--- config.mk ---
export PLATFORM = sky130hd
export DESIGN_NAME = cascaded_counter_array
export DESIGN_NICKNAME = d
export VERILOG_FILES = /design/src/rtl/cascaded_counter_array.sv
export SDC_FILE = /design/constraint.sdc
export NUM_CORES = 1
export LEC_CHECK = 0
export CAP_MARGIN = 10
export CORE_ASPECT_RATIO = 1.75
export CORE_MARGIN = 2
export CORE_UTILIZATION = 52
export DETAILED_ROUTE_END_ITERATION = 12
export PLACE_DENSITY = 0.83
export SKIP_CTS_REPAIR_TIMING = 1
export SKIP_LAST_GASP = 1
export SLEW_MARGIN = 30
export SYNTH_ARGS = -nofsm -noshare
export SYNTH_HDL_FRONTEND = slang
export SYNTH_SLANG_ARGS = --single-unit
export TNS_END_PERCENT = 10
--- constraint.sdc ---
create_clock -name clk -period 5.5 [get_ports clk]
set_input_delay 1.375 -clock clk [delete_from_list [all_inputs] [get_ports clk]]
set_output_delay 1.375 -clock clk [all_outputs]
set_load 0.05 [all_outputs]
--- src/rtl/cascaded_counter_array.sv ---
// N cascaded W-bit up/down counter stages forming one W*N-bit counter; all stages step on the same edge.
// Optional registered match comparator is enabled by defining CASCADED_COUNTER_MATCH_EN.
module cascaded_counter_array #(
   parameter int STAGE_WIDTH = 16,
   parameter int NUM_STAGES  = 4
) (
   input  logic                                clk,
   input  logic                                reset,
   input  logic                                enable,
   input  logic                                up_down,
   input  logic                                oneshot,
   input  logic                                clear,
   input  logic                                load,
   input  logic [STAGE_WIDTH*NUM_STAGES-1:0]   load_value,
`ifdef CASCADED_COUNTER_MATCH_EN
   input  logic [STAGE_WIDTH*NUM_STAGES-1:0]   match_value,
   output logic                                match,
`endif
   output logic [STAGE_WIDTH*NUM_STAGES-1:0]   count,
   output logic [NUM_STAGES-1:0]               stage_tc,
   output logic                                wrap,
   output logic                                done
);

   localparam int W  = STAGE_WIDTH;
   localparam int CW = STAGE_WIDTH * NUM_STAGES;
   localparam logic [W-1:0] STAGE_ONE = W'(1);

   typedef enum logic {S_RUN, S_DONE} state_t;

   state_t          state_q, state_d;
   logic [CW-1:0]   count_q, count_d, step_count;
   logic            wrap_q, wrap_d;
   logic            step_en, carry, chain_tc, halt_hit;
   logic [W-1:0]    stage_v;

   // Carry ripples combinationally so the whole chain advances in a single edge.
   always_comb begin
      step_en    = enable && (state_q == S_RUN);
      carry      = step_en;
      stage_v    = '0;
      step_count = count_q;
      stage_tc   = '0;
      for (int i = 0; i < NUM_STAGES; i++) begin
         stage_v     = count_q[i*W +: W];
         stage_tc[i] = carry && (up_down ? (&stage_v) : ~(|stage_v));
         if (carry) begin
            step_count[i*W +: W] = up_down ? (stage_v + STAGE_ONE) : (stage_v - STAGE_ONE);
         end
         carry = stage_tc[i];
      end
      chain_tc = stage_tc[NUM_STAGES-1];
   end

   always_comb begin
      halt_hit = chain_tc && oneshot;
      count_d  = step_count;
      state_d  = state_q;
      wrap_d   = 1'b0;
      if (clear) begin
         count_d = '0;
         state_d = S_RUN;
      end else if (load) begin
         count_d = load_value;
         state_d = S_RUN;
      end else if (halt_hit) begin
         // One-shot terminal: freeze at the terminal value instead of rolling over.
         count_d = count_q;
         state_d = S_DONE;
      end else begin
         wrap_d = chain_tc;
      end
   end

   always_ff @(posedge clk) begin
      if (reset) begin
         count_q <= '0;
         state_q <= S_RUN;
         wrap_q  <= 1'b0;
      end else begin
         count_q <= count_d;
         state_q <= state_d;
         wrap_q  <= wrap_d;
      end
   end

`ifdef CASCADED_COUNTER_MATCH_EN
   logic match_q, match_d;

   // Only a load or an actual step can raise match; clear never does.
   always_comb begin
      match_d = !clear && (load || (step_en && !halt_hit)) && (count_d == match_value);
   end

   always_ff @(posedge clk) begin
      if (reset) begin
         match_q <= 1'b0;
      end else begin
         match_q <= match_d;
      end
   end

   assign match = match_q;
`endif

   assign count = count_q;
   assign wrap  = wrap_q;
   assign done  = (state_q == S_DONE);

endmodule

# Word level (Yosys, flattened, before mapping)
# Index checks and enable logic that the tools add are counted.
# op_classes
n_addsub	8
eq_ne	1
n_mux	14
bitwise_logic	5
reduce_logical	25
# ops
cell	n
16-bit 2-to-1 mux	8
64-bit 2-to-1 mux	2
16-bit by 1-bit adder with 16-bit output (second input constant)	4
16-bit AND reduction	4
16-bit OR reduction	4
16-bit by 1-bit subtractor with 16-bit output (second input constant)	4
2-bit AND reduction	4
2-bit nonzero test	4
1-bit logical AND	6
1-bit inverter	5
1-bit 2-to-1 mux	4
4-bit OR reduction	1
3-bit OR reduction	1
2-bit != test (second input constant)	1
2-bit OR reduction	1
# word_totals
register_bits	66
inputBits	71
word_cells	59

# Depth between registers and ports, before layout
# logic_depth
word_depth	10
depth_mapped	11
depth_no_buf	10

# Worst setup path after synthesis
# OpenSTA, ideal clock, no wires.
# synth_path
path_kind	input -> register
startpoint	in up_down
endpoint	reg count_q[30], in the netlist count[30]
setup_time_ns	0.124
arrival_ns	4.788
required_ns	5.376
path_slack_ns	0.588
cell_stages	11
path_buffers	1
cell_sequence	buf_6 -> inv_1 -> fa_1 -> a21oi_1 -> o21ai_0 -> a211oi_1 -> o21bai_1 -> a41oi_1 -> a2111oi_0 -> mux2i_1 -> o311a_2
# synth_between
elab_chain_cells	8
word_cells_on_any_way	16
# synth_rtl
item	line_no	text
from (decl)	10	input logic up_down,
1-bit 2-to-1 mux	46	stage_tc[i] = carry && (up_down ? (&stage_v) : ~(|stage_v));
1-bit logical AND (4 in series)	46	
1-bit logical AND	56	halt_hit = chain_tc && oneshot;
2-bit != test (no line)	--	
2-bit AND reduction (no line)	--	
to (signal assigned)	81	count_q <= count_d;
to (decl)	32	logic [CW-1:0] count_q, count_d, step_count;
# Several ways; a longest one is shown, not always the timed one. The select of a mux whose other input is x is not followed.
# A chain may end at the register's enable or synchronous reset.

# Worst setup path in the final report
# layout_path
startpoint	in up_down
endpoint	out stage_tc[3]
# layout_between
elab_chain_cells	5
word_cells_on_any_way	8
# layout_rtl
item	line_no	text
1-bit 2-to-1 mux	46	
1-bit logical AND (3 in series)	46	
1-bit logical AND (*)	46	
to (decl)	20	output logic [NUM_STAGES-1:0] stage_tc,
# Mark *: on every way between the ends. The rest lies on a longest branch, timed or not.

==> flow_metrics.tcl <==
set metrics [dict create \
    firstDrtPassIters 5 \
    maxCapViolations 0 \
    p_leak_uw 0.00325 \
    peakVddDrop_mv 0.166 \
    drc 0 \
    cpPeakStageDelay_ps 620 \
    drt_iter0_drc 403 \
    slew_violations 0 \
    worstHoldPathType "flop to flop" \
    start_util 0.536 \
    synthFlopType "dfxtp_1" \
    ys_seq_elements 66 \
    tritoncts "built" \
    viasPerCell 6.51 \
    synth_edf_count 0 \
    hold_violations 0 \
    synth_area_um2 5990 \
    clock.fmax_mhz 202 \
    drive_gt1_frac 0.0821 \
    gp_congestion 0.961 \
    track_usage 0.312 \
    fp-row-count 51 \
    dp_hpwl_mm 14.7 \
    synth_top_family_by_area "compound AO/OA/AOI/OAI gates" \
    hold_depth 2 \
    fp.dieW_um 85.1 \
    ys_warn_count 0 \
    ioPinCount 141 \
    critPathArrivalTime_ps 3590 \
    chipHeight_um 146 \
    numCtsBuffers 9 \
    seq_area_frac_synth 0.221 \
    clockRootBuffer "clkbuf_16" \
    required_ps 4120 \
    async_reset_ff_frac 0 \
    cp_slowest_cell "clkdlybuf4s50_1" \
    grt_pass1_wl_mm 31.7 \
    outcome "finished, final reports clean" \
    critPathMaxFanout 8 \
    fin_crit_sh 0.902 \
    yosys.area_share.xor_xnor 0.0761 \
    timing.hold.ws_ps 543 \
    path_class "input port to output port" \
    post_drt_wl_per_cell_um 19.2 \
    htreeDepth 3 \
    cts.sinks 66 \
    fin_tns_setup_ps 0 \
    core_um2 11200 \
    crit_start "up_down" \
    clock_path_buffers 2 \
    grt_pass1_vias 6698 \
    vias 6567 \
    synth_compound_area_frac 0.271 \
    layout_commonest_cell "clkdlybuf4s50_1" \
    syn2layout_area_growth_pct 30.0 \
    grt_max_degree 51 \
    p_per_area_nw_per_um2 214 \
    antenna_found_initial 0 \
    power_uw 1670 \
    nNetsFinal 1003 \
    timing.slew.headroom 0.402 \
    grt-ovfl-total 0 \
    drt-total-wl_mm 19.4 \
    synth_cell_types 78 \
    finalClockSkew_ps 6.59 \
    layout_min_cycle_time_ps 4960 \
    r2r_cells 9 \
    tightest_slew_ps 874 \
    path_clk_slew_ps 60 \
    die-area_um2 12400 \
    rsz0062_at_grt "no" \
    ant_nets 0 \
    finalSetupViolCount 0 \
    clk_latency_ps 340 \
    layout_common_cells "clkdlybuf4s50_1, a21oi_1, dfxtp_1" \
    synthAdderAreaFrac 0.130 \
    num_antenna_cells 0 \
    synthCells 740 \
    yosys.area_share.simple 0.211 \
    r2r-start "count[2]$_SDFFE_PP0P_" \
    path_delay_family "buffers and inverters" \
    hold_path.startpoint "count[61]$_SDFFE_PP0P_" \
    synth_nets 871 \
    end_kind "output port" \
    crit_buf_inv 3 \
    crit_path_start_kind "input port" \
    portBuffers 140 \
    cp_num_cells 8 \
    synthMuxAreaShare 0.0506 \
    cp_cell_sequence "clkdlybuf4s50_1, buf_4, nand4_1, nor4_2, a22oi_4, a211oi_4, and2_1, buf_12" \
    avgSynthCellArea_um2 8.09 \
]
[per-layer routing]
metal / track usage / vias up / routed length, um / share of wire
met4: 0.202 / 0 / 1290 / 0.066
met3: 0.0584 / 109 / 1190 / 0.061
met5: 0 / - / 0 / 0
li1: - / 3059 / - / -
met2: 0.571 / 331 / 10200 / 0.52
met1: 0.312 / 3068 / 6750 / 0.35
[cell type report]
type | count | area, um^2
clock inverters | 5 | 77.6
fillers | 913 | 3380
flip-flops and latches | 66 | 1320
multi-input cells | 630 | 4430
well taps | 132 | 165
inverters | 16 | 60.1
repair buffers | 149 | 1490
clock buffers | 11 | 243
[path summary, 6_finish.rpt]
kind,slack [ps],endpoint
worst min-delay path,540,count[61]$_SDFFE_PP0P_
worst max-delay path,540,stage_tc[3]
worst min register to register,540,count[61]$_SDFFE_PP0P_
worst max register to register,2330,count[47]$_SDFFE_PP0P_
[cell usage after synthesis (all sizes together) (19+ instances only)]
cell type / instances / area [um^2]
xnor2: 27 / 236
nor2: 52 / 195
nand3: 22 / 110
a211oi: 23 / 210
a21oi: 79 / 403
a21o: 20 / 150
mux2i: 19 / 190
clkbuf: 19 / 115
dfxtp: 66 / 1320
xor2: 25 / 219
nand4: 20 / 125
nor3: 23 / 115
ha: 56 / 701
o21ai: 48 / 244
nand2: 63 / 241
[tightest hold or removal path, cell delays in order, from the launching register on]
cell     delay [ps]
dfxtp_1         350
nand2_1          80
a31oi_1          70
[through the flow]
step	cell area, um^2	instances	setup slack, ps	util
after CTS	7780	1009	551	0.697
after detailed placement	7460	993	546	0.668
after global routing	7780	1009	435	0.697
final	7780	1009	537	0.697
after floorplan	5990	740	588	-
after global placement	7460	993	609	0.668
[registers in the layout (all words and copies together) (netlist names)]
signal and flops:
wrap 1, count 64, done 1
[report_power, final]
part	switching, uW	total [uW]	internal, uW
registers	35.2	534	499
clock network	223	630	408
logic	291	503	212
total	549	1670	1120
[logic make-up after synthesis]
family / after synthesis
and+or+nand+nor: 249
AOI/OAI and AO/OA: 240
DFF: 66
adders and majority gates: 60
xor gates and xnor gates: 52
buffers and inverters: 44
muxes: 29
(Power assumes the default switching activity.)
